--- src/rtl/sd_pkg.sv ---
// Shared types, frame lengths and the CRC7 step for the SD host command engine.
package sd_pkg;

  typedef enum logic [1:0] {
    RESP_NONE      = 2'd0,
    RESP_R48       = 2'd1,
    RESP_R136      = 2'd2,
    RESP_R48_NOCRC = 2'd3
  } resp_type_t;

  typedef enum logic [2:0] {
    IDLE,
    PRE,
    SEND,
    TURN,
    WAIT_START,
    RECV,
    GAP
  } host_state_t;

  localparam logic [7:0] CMD_LEN     = 8'd48;
  localparam logic [7:0] CMD_CRC_POS = 8'd40;
  localparam logic [7:0] R48_LEN     = 8'd48;
  localparam logic [7:0] R136_LEN    = 8'd136;
  localparam logic [7:0] PRE_LEN     = 8'd2;

  // x^7 + x^3 + 1, MSB-first serial update
  function automatic logic [6:0] crc7_step(input logic [6:0] crc, input logic b);
    logic fb;
    fb = crc[6] ^ b;
    return {crc[5:3], crc[2] ^ fb, crc[1:0], fb};
  endfunction

endpackage

--- src/rtl/sd_host_cmd_if.sv ---
// Sequencer-side handshake and result bus of the SD host command engine.
interface sd_host_cmd_if;
  logic         start;
  logic [5:0]   cmd_idx;
  logic [31:0]  cmd_arg;
  logic [1:0]   resp_type;
  logic         busy;
  logic         done;
  logic [5:0]   resp_idx;
  logic [119:0] resp_arg;
  logic         crc_err;
  logic         idx_err;
  logic         timeout;

  modport master (
    output start, cmd_idx, cmd_arg, resp_type,
    input  busy, done, resp_idx, resp_arg, crc_err, idx_err, timeout
  );

  modport slave (
    input  start, cmd_idx, cmd_arg, resp_type,
    output busy, done, resp_idx, resp_arg, crc_err, idx_err, timeout
  );
endinterface

--- src/rtl/sd_crc7.sv ---
// Serial CRC7 accumulator; clr restarts from zero, en folds in one bit.
module sd_crc7
  import sd_pkg::*;
(
  input  logic       sdclk,
  input  logic       rst_n,
  input  logic       clr,
  input  logic       en,
  input  logic       din,
  output logic [6:0] crc
);

  always_ff @(posedge sdclk) begin
    if (!rst_n || clr) crc <= '0;
    else if (en)       crc <= crc7_step(crc, din);
  end

endmodule

--- src/rtl/sd_host_cmd.sv ---
// SD host CMD-line engine: sends a 48-bit command, collects R48/R136 responses.
// Define SDHOST_R2_CRC_CHECK_EN to also check the CRC7 of R136 responses.
//
// state      | meaning
// IDLE       | line released, waiting for start
// PRE        | drive two idle ones before the start bit
// SEND       | shift out the 48-bit command frame
// TURN       | one released cycle before listening
// WAIT_START | look for the response start bit, bounded by RESP_TIMEOUT
// RECV       | shift in the rest of the response
// GAP        | NCC released cycles before the next command
module sd_host_cmd
  import sd_pkg::*;
#(
  parameter int unsigned RESP_TIMEOUT = 64,
  parameter int unsigned NCC          = 8
) (
  input  logic         sdclk,
  input  logic         rst_n,
  sd_host_cmd_if.slave bus,
  output logic         sdcmdoe,
  output logic         sdcmdout,
  input  logic         sdcmdin
);

  localparam int unsigned      TW       = $clog2(RESP_TIMEOUT + 1);
  localparam logic [TW-1:0]    TO_LIMIT = TW'(RESP_TIMEOUT);
  localparam logic [7:0]       GAP_LAST = 8'(NCC - 1);

  host_state_t   state;
  resp_type_t    rtype_q;
  logic [5:0]    idx_q;
  logic [7:0]    cnt;
  logic [TW-1:0] tcnt;
  logic [TW-1:0] tcnt_nxt;
  logic [47:0]   tx_sr;
  logic [126:0]  rx_sr;
  logic [127:0]  rx_full;
  logic [6:0]    crc_tx;
  logic [6:0]    crc_rx;
  logic [7:0]    rx_len;
  logic [7:0]    rx_pos;
  logic [7:0]    crc_lo;
  logic          accept;
  logic          tx_load;
  logic          rx_sample;
  logic          rx_en;
  logic          rx_last;
  logic          crc_bad;

  assign accept    = (state == IDLE) && bus.start;
  assign tx_load   = ((state == PRE) && (cnt == PRE_LEN - 8'd1)) ||
                     ((state == SEND) && (cnt < CMD_CRC_POS));
  assign tcnt_nxt  = tcnt + 1'b1;

  // Only the last 128 bits are kept; start/transmission/reserved bits of R136 are dropped.
  assign rx_full   = {rx_sr, sdcmdin};
  assign rx_len    = (rtype_q == RESP_R136) ? R136_LEN : R48_LEN;
  assign crc_lo    = (rtype_q == RESP_R136) ? 8'd8 : 8'd0;
  assign rx_pos    = (state == RECV) ? cnt : 8'd0;
  assign rx_sample = (state == RECV) || ((state == WAIT_START) && !sdcmdin);
  assign rx_en     = rx_sample && (rx_pos >= crc_lo) && (rx_pos < rx_len - 8'd8);
  assign rx_last   = (state == RECV) && (cnt == rx_len - 8'd1);

  always_comb begin
    crc_bad = ~rx_full[0];
    if ((rtype_q == RESP_R48) && (crc_rx != rx_full[7:1])) crc_bad = 1'b1;
`ifdef SDHOST_R2_CRC_CHECK_EN
    if ((rtype_q == RESP_R136) && (crc_rx != rx_full[7:1])) crc_bad = 1'b1;
`endif
  end

  sd_crc7 u_crc_tx (
    .sdclk(sdclk), .rst_n(rst_n), .clr(accept), .en(tx_load), .din(tx_sr[47]), .crc(crc_tx)
  );

  sd_crc7 u_crc_rx (
    .sdclk(sdclk), .rst_n(rst_n), .clr(accept), .en(rx_en), .din(sdcmdin), .crc(crc_rx)
  );

  always_ff @(posedge sdclk) begin
    if (!rst_n) begin
      state        <= IDLE;
      rtype_q      <= RESP_NONE;
      idx_q        <= '0;
      cnt          <= '0;
      tcnt         <= '0;
      tx_sr        <= '0;
      rx_sr        <= '0;
      sdcmdoe      <= 1'b0;
      sdcmdout     <= 1'b1;
      bus.busy     <= 1'b0;
      bus.done     <= 1'b0;
      bus.crc_err  <= 1'b0;
      bus.idx_err  <= 1'b0;
      bus.timeout  <= 1'b0;
      bus.resp_idx <= '0;
      bus.resp_arg <= '0;
    end else begin
      bus.done <= 1'b0;
      if (rx_sample) rx_sr <= rx_full[126:0];
      case (state)
        IDLE: begin
          sdcmdoe  <= 1'b0;
          sdcmdout <= 1'b1;
          if (bus.start) begin
            idx_q        <= bus.cmd_idx;
            rtype_q      <= resp_type_t'(bus.resp_type);
            tx_sr        <= {2'b01, bus.cmd_idx, bus.cmd_arg, 8'h01};
            bus.crc_err  <= 1'b0;
            bus.idx_err  <= 1'b0;
            bus.timeout  <= 1'b0;
            bus.resp_idx <= '0;
            bus.resp_arg <= '0;
            bus.busy     <= 1'b1;
            cnt          <= '0;
            sdcmdoe      <= 1'b1;
            state        <= PRE;
          end
        end
        PRE: begin
          if (cnt == PRE_LEN - 8'd1) begin
            sdcmdout <= tx_sr[47];
            tx_sr    <= {tx_sr[46:0], 1'b0};
            cnt      <= 8'd1;
            state    <= SEND;
          end else begin
            cnt <= cnt + 8'd1;
          end
        end
        SEND: begin
          if (cnt == CMD_LEN) begin
            sdcmdoe  <= 1'b0;
            sdcmdout <= 1'b1;
            cnt      <= '0;
            if (rtype_q == RESP_NONE) begin
              bus.done <= 1'b1;
              state    <= GAP;
            end else begin
              state <= TURN;
            end
          end else begin
            cnt <= cnt + 8'd1;
            // The CRC is complete once bit 39 has gone out; splice it in ahead of the end bit.
            if (cnt == CMD_CRC_POS) begin
              sdcmdout <= crc_tx[6];
              tx_sr    <= {crc_tx[5:0], 1'b1, 41'd0};
            end else begin
              sdcmdout <= tx_sr[47];
              tx_sr    <= {tx_sr[46:0], 1'b0};
            end
          end
        end
        TURN: begin
          tcnt  <= '0;
          state <= WAIT_START;
        end
        WAIT_START: begin
          if (!sdcmdin) begin
            cnt   <= 8'd1;
            state <= RECV;
          end else if (tcnt_nxt == TO_LIMIT) begin
            bus.timeout <= 1'b1;
            bus.done    <= 1'b1;
            cnt         <= '0;
            state       <= GAP;
          end else begin
            tcnt <= tcnt_nxt;
          end
        end
        RECV: begin
          if (rx_last) begin
            if (rtype_q == RESP_R136) begin
              bus.resp_idx <= '0;
              bus.resp_arg <= rx_full[127:8];
            end else begin
              bus.resp_idx <= rx_full[45:40];
              bus.resp_arg <= {88'd0, rx_full[39:8]};
            end
            bus.crc_err <= crc_bad;
            bus.idx_err <= (rtype_q == RESP_R48) && (rx_full[45:40] != idx_q);
            bus.done    <= 1'b1;
            cnt         <= '0;
            state       <= GAP;
          end else begin
            cnt <= cnt + 8'd1;
          end
        end
        GAP: begin
          if (cnt == GAP_LAST) begin
            bus.busy <= 1'b0;
            state    <= IDLE;
          end else begin
            cnt <= cnt + 8'd1;
          end
        end
        default: state <= IDLE;
      endcase
    end
  end

endmodule

--- src/flat_wrapper.sv ---
// flat-port wrapper written by rule: the top's interface ports become plain ports
module sd_host_cmd_flat import sd_pkg::*;
#(
  parameter int unsigned RESP_TIMEOUT = 64,
  parameter int unsigned NCC          = 8
)
  (sdclk, rst_n, sdcmdoe, sdcmdout, sdcmdin, bus_start, bus_cmd_idx, bus_cmd_arg, bus_resp_type, bus_busy, bus_done, bus_resp_idx, bus_resp_arg, bus_crc_err, bus_idx_err, bus_timeout);
  sd_host_cmd_if bus_i ();
  input  logic sdclk;
  input  logic rst_n;
  output logic sdcmdoe;
  output logic sdcmdout;
  input  logic sdcmdin;
  input wire logic [$bits(bus_i.start)-1:0] bus_start;
  input wire logic [$bits(bus_i.cmd_idx)-1:0] bus_cmd_idx;
  input wire logic [$bits(bus_i.cmd_arg)-1:0] bus_cmd_arg;
  input wire logic [$bits(bus_i.resp_type)-1:0] bus_resp_type;
  output wire logic [$bits(bus_i.busy)-1:0] bus_busy;
  output wire logic [$bits(bus_i.done)-1:0] bus_done;
  output wire logic [$bits(bus_i.resp_idx)-1:0] bus_resp_idx;
  output wire logic [$bits(bus_i.resp_arg)-1:0] bus_resp_arg;
  output wire logic [$bits(bus_i.crc_err)-1:0] bus_crc_err;
  output wire logic [$bits(bus_i.idx_err)-1:0] bus_idx_err;
  output wire logic [$bits(bus_i.timeout)-1:0] bus_timeout;
  assign bus_i.start = bus_start;
  assign bus_i.cmd_idx = bus_cmd_idx;
  assign bus_i.cmd_arg = bus_cmd_arg;
  assign bus_i.resp_type = bus_resp_type;
  assign bus_busy = bus_i.busy;
  assign bus_done = bus_i.done;
  assign bus_resp_idx = bus_i.resp_idx;
  assign bus_resp_arg = bus_i.resp_arg;
  assign bus_crc_err = bus_i.crc_err;
  assign bus_idx_err = bus_i.idx_err;
  assign bus_timeout = bus_i.timeout;
  sd_host_cmd #(.RESP_TIMEOUT(RESP_TIMEOUT), .NCC(NCC)) u_core (.sdclk(sdclk), .rst_n(rst_n), .bus(bus_i), .sdcmdoe(sdcmdoe), .sdcmdout(sdcmdout), .sdcmdin(sdcmdin));
endmodule
--- config.mk ---
export PLATFORM = sky130hd
export DESIGN_NAME = sd_host_cmd_flat
export DESIGN_NICKNAME = d
export VERILOG_FILES = /design/src/rtl/sd_pkg.sv /design/src/rtl/sd_host_cmd_if.sv /design/src/rtl/sd_crc7.sv /design/src/rtl/sd_host_cmd.sv /design/src/flat_wrapper.sv
export SDC_FILE = /design/constraint.sdc
export NUM_CORES = 1
export LEC_CHECK = 0
export ABC_AREA = 1
export CELL_PAD_IN_SITES_DETAIL_PLACEMENT = 1
export CELL_PAD_IN_SITES_GLOBAL_PLACEMENT = 1
export CORE_ASPECT_RATIO = 0.5
export CORE_UTILIZATION = 40
export DETAILED_ROUTE_END_ITERATION = 7
export HOLD_SLACK_MARGIN = 0.05
export PLACE_DENSITY = 0.78
export SLEW_MARGIN = 20
export SYNTH_ARGS = -nofsm -noshare
export SYNTH_HDL_FRONTEND = slang
export SYNTH_SLANG_ARGS = --single-unit
--- constraint.sdc ---
create_clock -name sdclk -period 4.6 [get_ports sdclk]
set_input_delay 0.92 -clock sdclk [delete_from_list [all_inputs] [get_ports sdclk]]
set_output_delay 0.92 -clock sdclk [all_outputs]
set_load 0.005 [all_outputs]
==> results of run 1 <==
[area by class of cell]
| type | count | area [um2] |
|---|---|---|
| clock buffers | 50 | 977 |
| clock inverters | 5 | 40.0 |
| fillers | 4138 | 16900 |
| inverters | 78 | 303 |
| multi-input cells | 1291 | 6050 |
| flip-flops and latches | 348 | 6970 |
| well taps | 465 | 582 |
| repair buffers | 193 | 1920 |
[Yosys cell counts (6+ instances only)]
| library cell | number | share of area [%] |
|---|---|---|
| o21bai_1 | 8 | 0.43 |
| nand3_1 | 257 | 9.2 |
| o21ai_0 | 167 | 6.0 |
| nor2_1 | 262 | 7.1 |
| ha_1 | 8 | 0.72 |
| nand4_1 | 9 | 0.40 |
| inv_2 | 10 | 0.27 |
| dfxtp_1 | 348 | 50 |
| xnor2_1 | 6 | 0.38 |
| inv_1 | 68 | 1.8 |
| nand2_2 | 7 | 0.31 |
| a21oi_1 | 241 | 8.7 |
| buf_2 | 46 | 1.7 |
| nand2_1 | 286 | 7.7 |
| buf_4 | 16 | 0.86 |
| clkbuf_1 | 64 | 1.7 |
| xor2_1 | 9 | 0.57 |
[state kept, by name, summed over array words and instances, names as in the netlist]
name,count
u_core.idx_q,6
u_core.bus.busy,1
u_core.bus.resp_idx,6
u_core.bus.timeout,1
u_core.bus.crc_err,1
u_core.u_crc_tx.crc,7
u_core.tcnt,7
u_core.sdcmdout,1
u_core.state,3
u_core.cnt,8
u_core.sdcmdoe,1
u_core.rx_sr,127
u_core.rtype_q,2
u_core.tx_sr,48
u_core.u_crc_rx.crc,7
u_core.bus.resp_arg,120
u_core.bus.idx_err,1
u_core.bus.done,1
[kinds of logic after synthesis]
| kind of cell | share of synthesized area [%] |
|---|---|
| AO/OA/AOI/OAI | 15.7 |
| XOR/XNOR | 0.943 |
| adder cells (fa/ha/maj) | 0.718 |
| buffers and inverters | 6.82 |
| flip-flops | 50.0 |
| AND/OR/NAND/NOR | 25.8 |
[per-stage QoR]
stage / power (mW) / instances / util, %
after global placement: 6.10 / 2375 / 47.0
after detailed placement: 6.17 / 2375 / 47.0
final: 8.71 / 2430 / 50.0
after global routing: 9.28 / 2430 / 50.0
after floorplan: 5.62 / 1851 / -
after CTS: 8.81 / 2430 / 50.0
[metal layers]
metal	part of all wire (%)	wire, um
met4	2.0	754
met2	48	18400
met5	0	0
met1	48	18300
met3	2.8	1060
[report_power, final]
part,internal [mW],switching [mW]
logic,0.674,1.60
registers,3.49,0.337
clock network,1.45,1.16
total,5.61,3.10
[worst max-delay path by stage]
stage | from | endpoint | slack, ns | cells past startpoint
after floorplan | sdcmdin | u_core.rx_sr[100] | 2.66 | 5
after global placement | sdcmdin | u_core.u_crc_rx.crc[3] | 1.61 | 9
after detailed placement | sdcmdin | u_core.u_crc_rx.crc[1] | 1.55 | 9
after CTS | u_core.cnt[0] | u_core.bus.resp_arg[35] | 1.89 | 11
after global routing | u_core.cnt[0] | u_core.bus.resp_arg[97] | 1.67 | 11
final | u_core.cnt[0] | u_core.bus.resp_arg[97] | 1.87 | 11
[worst min-delay path, stage by stage, from the launching register on]
cell	delay (ns)
dfxtp_1	0.30
inv_1	0.06
a21oi_1	0.06
[placed cells by master (no fill, tap or decap)]
cell,instances
nand2_2,7
a21oi_2,1
inv_2,9
nor2_8,1
ha_1,8
inv_6,1
or2_2,2
inv_4,2
nor4_1,1
o211ai_1,2
buf_12,3
nor2_2,2
o21a_1,4
inv_1,66
a22oi_1,2
clkbuf_1,6
buf_4,15
nor2_1,262
nor3_1,5
xnor2_1,6
nand3b_1,3
o21ai_4,1
o221a_2,1
o21bai_1,8
nand3_2,1
nor2_4,4
a21oi_1,241
nand4_1,9
nand3_1,256
inv_16,1
nand3_4,1
o21ai_0,167
a211oi_1,1
clkdlybuf4s50_1,175
nand2_1,286
clkbuf_16,31
dfxtp_1,348
xor2_1,9
clkinv_2,4
clkbuf_8,13
==> flow_metrics.tcl, run 1 <==
set metrics [dict create \
    drt_iter0_markers 742 \
    ys_seq_area_share_pct 50.0 \
    synth_area_um2 13900 \
    p_leak_nw 6.12 \
    drc 0 \
    cts_made_buffers 31 \
    vias 12726 \
    r2r_start "u_core.cnt[0]" \
    die_h_um 134 \
    r2r-end "u_core.bus.resp_arg[97]" \
    postRouteWirelength_mm 38.5 \
    crit_buf_inv 4 \
    synthCells 1851 \
    synth_edf_count 0 \
    grt_use_total_pct 21.4 \
    initial_core_util_pct 41.4 \
    drv_slew 0 \
    finalHoldViolCount 0 \
    hpwl_mm 23.7 \
    fmax_mhz 366 \
    nNetsFinal 1995 \
    period_share_pct 59.4 \
    hold_depth 2 \
    yosysUniqueCellTypes 34 \
    finalClockSkew_ns 0.0118 \
    hold_start "u_core.tx_sr[4]" \
    dr.pass1.iters 5 \
    num_rows 47 \
    clockRootBuffer "clkbuf_16" \
    placed_area_um2 15800 \
    die_w_um 266 \
    period_needed_ns 2.73 \
    cpLargestDelayFamily "simple AND/OR/NAND/NOR gates" \
    max_cap_violations 0 \
    post_cts_resize_count 0 \
    final_area_um2 16800 \
    first_global_vias 12493 \
    setup_tns_ns 0 \
    tightest_slew_ns 1.02 \
    cts_hold_buf 0 \
    rsz0062_at_grt "no" \
    reg2regPathDepth 11 \
    irDropWorstVdd_uv 266 \
    critPathKind "flop to flop" \
    grt_busiest_layer "met2" \
    gp_congestion 0.834 \
    slowest_stage "nor2_4" \
    slowest_delay_ns 0.74 \
    relSlewSlack_pct 31.9 \
    timing.critical_path.cells "ha_1, nand2_1, inv_1, nand2_1, inv_1, nand3_1, nor2_4, inv_4, buf_12, nand3_1, a21oi_1" \
    status "finished, final reports clean" \
    die-area_um2 35600 \
    cp_max_fo 126 \
    holdPathEnd "u_core.tx_sr[4]" \
    power.density_nw_per_um2 517 \
    hold_slack_ns 0.462 \
    synthFlopType "dfxtp_1" \
    cts_tree "yes" \
    io_pins 177 \
    drive_above_1_share_pct 5.09 \
    htree_levels 1 \
    clkLatencyLatePin_ns 0.58 \
    yosys_warnings 0 \
    drt-wirelength-per-cell_um 15.8 \
    met3_usage_pct 2.86 \
    antenna_found_initial 0 \
    reg2reg_slack_ns 1.87 \
    min_path_type "flop to flop" \
    grt_max_degree 127 \
    crit_path_end_kind "flop" \
    setup_viol 0 \
    num_antenna_cells 0 \
    synth_nets 1903 \
    fin_ws_ns 1.87 \
    grtUsageMet1_pct 29.1 \
    critPathArrivalTime_ns 3.16 \
    synth_seq_cells 348 \
    post_cts_buffers 0 \
    grt_util_met2_pct 35.9 \
    pre_cts_slack_ns 1.55 \
    clkTransAtPathRegs_ns 0.07 \
    avgSynthCellArea_um2 7.53 \
    synthToLayoutAreaGrowth_pct 20.8 \
    clkSinkCount 348 \
    start_kind "flop" \
    vias_per_cell 5.24 \
    cts_buffer_depth 3 \
    numPortBuffers 176 \
    required_ns 5.03 \
    overflow 0 \
    ys_async_sr_fraction_pct 0 \
    drtAntennaViolNets 0 \
    core_area_um2 33700 \
    grt_pass1_wl_mm 64.1 \
]
No activity file was read; power rests on OpenSTA's default activity.
==> inputs of run 2 (changes only) <==
Clock period 4.6 ns to 2.84 ns, I/O delays scaled along.
==> run 2 against run 1 <==
Against the previous run: global-route usage is 0.34 points higher; non-clock buffer count is 12 higher; critical path depth is 1 lower; flip-flop and latch count stayed put; sequential power is 62% higher; first-iteration DRC count is 8.9% lower; via count is 0.95% higher; count of clock-buffer cells in the layout is 7 lower; cell area is 1.5% higher; clock power is 76% higher; final cell count is 0.45% higher; critical path type unchanged; largest power group unchanged.
==> flow_metrics.tcl, run 2 (synthesis gave the netlist of run 1 again) <==
set metrics [dict create \
    tightest_slew_ns 0.784 \
    slowest_stage "buf_4" \
    nNetsFinal 2006 \
    period_needed_ns 2.39 \
    fmax_mhz 418 \
    max_cap_violations 0 \
    finalClockSkew_ns 0.0295 \
    slowest_delay_ns 0.51 \
    power.density_nw_per_um2 857 \
    first_global_vias 12488 \
    post_cts_resize_count 0 \
    hold_start "rst_n" \
    p_leak_nw 6.22 \
    switching_share_pct 35.2 \
    p_sw_mw 5.15 \
    clkTransAtPathRegs_ns 0.08 \
    largest_reg_flops 127 \
    top_regs "u_core.rx_sr x127, u_core.bus.resp_arg x120, u_core.tx_sr x48" \
    timing.critical_path.cells "ha_1, nand2_1, inv_1, nand2_1, inv_1, nand3_1, nor2_4, buf_4, nand3_1, a21oi_1" \
    drc 0 \
    cts_made_buffers 30 \
    finalHoldViolCount 0 \
    drv_slew 0 \
    combPwrFrac_pct 26.2 \
    startpoint "u_core.cnt[0]" \
    synthToLayoutAreaGrowth_pct 22.6 \
    post_cts_buffers 0 \
    core_area_um2 33700 \
    num_antenna_cells 0 \
    p_int_mw 9.48 \
    required_ns 3.35 \
    numPortBuffers 176 \
    cp_max_fo 53 \
    grt_use_total_pct 21.8 \
    htree_levels 1 \
    drive_above_1_share_pct 5.67 \
    final_cell_mix "dfxtp_1 (348), nand2_1 (286), nor2_1 (262)" \
    critPathArrivalTime_ns 2.90 \
    setup_viol 0 \
    relSlewSlack_pct 47.8 \
    start_kind "flop" \
    cts_hold_buf 0 \
    hpwl_mm 24.9 \
    seqPwrFrac_pct 42.3 \
    overflow 0 \
    pre_cts_slack_ns 0.293 \
    postRouteWirelength_mm 39.6 \
    grt_max_degree 111 \
    status "finished, final reports clean" \
    die_h_um 134 \
    drtAntennaViolNets 0 \
    antenna_found_initial 0 \
    io_pins 177 \
    initial_core_util_pct 41.4 \
    crit_path_end_kind "flop" \
    largest_register "u_core.rx_sr" \
    gp_congestion 0.808 \
    clkLatencyLatePin_ns 0.60 \
    die-area_um2 35600 \
    min_path_type "primary input to flop" \
    clockRootBuffer "clkbuf_16" \
    drt-wirelength-per-cell_um 16.2 \
    vias 12847 \
    fin_util_pct 50.7 \
    grt_pass1_wl_mm 64.5 \
    critPathKind "flop to flop" \
    clkSinkCount 348 \
    r2r_start "u_core.cnt[0]" \
    cts_tree "yes" \
    num_rows 47 \
    period_share_pct 84.2 \
    dr.pass1.iters 5 \
    final_common_cell "dfxtp_1" \
    die_w_um 266 \
    drt_iter0_markers 676 \
    rsz0062_at_grt "no" \
    fin_ws_ns 0.448 \
    clkPwrFrac_pct 31.4 \
    setup_tns_ns 0 \
    vias_per_cell 5.26 \
    irDropWorstVdd_uv 471 \
    cts_buffer_depth 3 \
]
run 2: cell types whose count changed in the layout (fill, tap and decap cells not counted), sizes merged:
cell / change
clkinv: -2
bufinv: +5
buf: +12
clkbuf: -7
clkinvlp: +3
run 2: final cells by class:
class                      instances  area (um2)
clock inverter                    11         219
timing repair buffer             205        2090
tap                              465         582
sequential                       348        6970
fill                            4187       16600
multi-input combinational       1291        6050
clock buffer                      43         880
inverter                          78         303
run 2: through the flow:
step                      total power [mW]  hold WS (ns)  instance area, um2  instances
after floorplan                       9.11         0.430               13900       1851
after global placement                10.0         0.443               16000       2387
after detailed placement              10.1         0.454               16000       2387
after CTS                             14.8         0.420               17100       2441
after global routing                  15.5         0.441               17100       2441
final                                 14.6         0.435               17100       2441
run 2: final timing paths:
path                                                  to  slack [ns]  cells past startpoint
worst min-delay path                    u_core.rx_sr[14]        0.43                      3
worst min register to register           u_core.idx_q[4]        0.46                      2
worst max register to register  u_core.bus.resp_arg[116]        0.45                     10
worst max-delay path            u_core.bus.resp_arg[116]        0.45                     10
run 2: metal layers:
layer / global-route usage, % / part of all wire [%] / up-vias
li1: - / - / 6349
met1: 28.7 / 47 / 6259
met2: 37.1 / 47 / 179
met3: 3.10 / 2.8 / 60
met4: 6.23 / 2.5 / 0
met5: 0 / 0 / -
run 2: critical path: cells and delay by family (launching register included):
family	cells	cell delay, ns
buffers and inverters	3	0.72
adder cells (fa/ha/maj)	1	0.18
flip-flops	1	0.38
AND/OR/NAND/NOR	5	0.82
AO/OA/AOI/OAI	1	0.20
run 2: power groups by stage:
stage	sequential (mW)	clock [mW]	combinational, mW
global placement	6.28	0	3.75
floorplan	6.13	0	2.98
global route	6.29	4.87	4.36
finish	6.20	4.60	3.84
detailed placement	6.29	0	3.86
CTS	6.19	4.67	3.89
==> inputs of run 3 (changes only) <==
Clock period 2.84 ns to 2.4 ns, I/O delays scaled along.
==> run 3 against run 2 <==
Against the previous run: critical endpoint is now u_core.bus.resp_arg[97]; clock skew is 0.013 ns lower; sequential share of layout area is 0.41 points lower; register-to-register slack worse by 0.23 ns; first-iteration DRC count is 6.7% lower; via count is 0.51% lower; worst hold slack worse by 0.15 ns; global-route usage is 0.15 points higher; largest power group unchanged; non-clock buffer count is 12 higher; combinational power is 22% higher.
==> flow_metrics.tcl, run 3 (synthesis gave the netlist of run 1 again) <==
set metrics [dict create \
    power_mw 17.4 \
    cts_made_buffers 31 \
    n_fill_cell 4160 \
    num_rows 47 \
    die_w_um 266 \
    irDropWorstVdd_uv 461 \
    nNetsFinal 2019 \
    numPlacedInstances 2399 \
    rsz0062_at_grt "no" \
    initial_core_util_pct 41.4 \
    final_cell_mix "dfxtp_1 (348), nand2_1 (286), nor2_1 (262)" \
    core_area_um2 33700 \
    setup_viol 0 \
    fmax_mhz 458 \
    slowest_delay_ns 0.40 \
    gp_congestion 0.826 \
    slowest_stage "dfxtp_1" \
    critPathKind "flop to flop" \
    dr.pass1.iters 4 \
    cts_tree "yes" \
    fin_util_pct 51.2 \
    drt-wirelength-per-cell_um 16.0 \
    cts_hold_buf 0 \
    clockRootBuffer "clkbuf_16" \
    clkLatencyLatePin_ns 0.59 \
    critPathArrivalTime_ns 2.69 \
    antenna_found_initial 0 \
    die-area_um2 35600 \
    overflow 0 \
    multiInputGateArea_um2 6050 \
    start_kind "flop" \
    final_common_cell "dfxtp_1" \
    clkTransAtPathRegs_ns 0.07 \
    setup_tns_ns 0 \
    first_global_vias 12873 \
    relSlewSlack_pct 57.1 \
    numPortBuffers 176 \
    grt_use_total_pct 21.9 \
    cpLargestDelayFamily "simple AND/OR/NAND/NOR gates" \
    finalClockSkew_ns 0.0167 \
    timing.critical_path.cells "ha_1, nand2_1, inv_1, nand2_1, inv_1, nand3_1, nor2_4, buf_12, nand3_1, a21oi_1" \
    drive_above_1_share_pct 6.38 \
    drv_slew 0 \
    post_cts_buffers 0 \
    cts_buffer_depth 3 \
    vias_per_cell 5.20 \
    min_path_type "primary input to flop" \
    largest_register "u_core.rx_sr" \
    finalNonFillerCells 2456 \
    crit_buf_inv 3 \
    clkSinkCount 348 \
    grt_max_degree 82 \
    finalHoldViolCount 0 \
    die_h_um 134 \
    period_share_pct 90.9 \
    vias 12782 \
    hpwl_mm 25.2 \
    drt_iter0_markers 631 \
    drc 0 \
    num_antenna_cells 0 \
    postRouteWirelength_mm 39.3 \
    status "finished, final reports clean" \
    max_cap_violations 0 \
    p_leak_nw 6.33 \
    drtAntennaViolNets 0 \
    top_regs "u_core.rx_sr x127, u_core.bus.resp_arg x120, u_core.tx_sr x48" \
    cp_max_fo 62 \
    seq_area_um2 6970 \
    post_cts_resize_count 0 \
    tightest_slew_ns 0.644 \
    synthToLayoutAreaGrowth_pct 23.9 \
    htree_levels 1 \
    largest_reg_flops 127 \
    power.density_nw_per_um2 1010 \
    grt_pass1_wl_mm 65.2 \
    required_ns 2.91 \
    period_needed_ns 2.18 \
    io_pins 177 \
    reg2reg_slack_ns 0.22 \
    crit_path_end_kind "flop" \
]
-- run 3: changes by cell type in the layout (fill, tap and decap cells not counted), moves of 2 or more --
| cell | delta |
|---|---|
| buf_12 | +6 |
| buf_4 | +6 |
| clkbuf_8 | +2 |
| clkinv_2 | +3 |
| clkinvlp_4 | -2 |
-- run 3: through the flow --
| stage | area, um2 | hold WS, ns | worst slack (ns) |
|---|---|---|---|
| after detailed placement | 16200 | 0.447 | 0.0761 |
| after CTS | 17300 | 0.259 | 0.222 |
| after floorplan | 13900 | 0.430 | 0.537 |
| after global routing | 17300 | 0.289 | 0.0296 |
| final | 17300 | 0.281 | 0.218 |
| after global placement | 16200 | 0.444 | 0.162 |
-- run 3: final timing paths --
path,start,endpoint,depth (start not counted)
setup reg to reg,u_core.cnt[0],u_core.bus.resp_arg[97],10
hold reg to reg,u_core.tx_sr[4],u_core.tx_sr[4],2
hold / removal,rst_n,u_core.sdcmdout,2
setup / recovery,u_core.cnt[0],u_core.bus.resp_arg[97],10
-- run 3: where the power goes --
group / total (mW) / switching, mW / internal, mW
logic: 4.68 / 3.14 / 1.54
clock network: 5.42 / 2.29 / 3.13
registers: 7.33 / 0.640 / 6.69
-- run 3: routing by layer --
metal | routed length (um) | part of all wire (%) | track usage (%)
met3 | 966 | 2.5 | 2.90
met2 | 18800 | 48 | 37.9
met5 | 0 | 0 | 0
met4 | 747 | 1.9 | 4.82
met1 | 18800 | 48 | 29.1
-- run 3: final cells by class --
type,instances,area share (%)
Multi-Input combinational cell,1291,35.0
Clock inverter,11,1.02
Clock buffer,46,5.40
Tap cell,465,3.37
Timing Repair Buffer,217,13.1
Inverter,78,1.75
Sequential cell,348,40.4
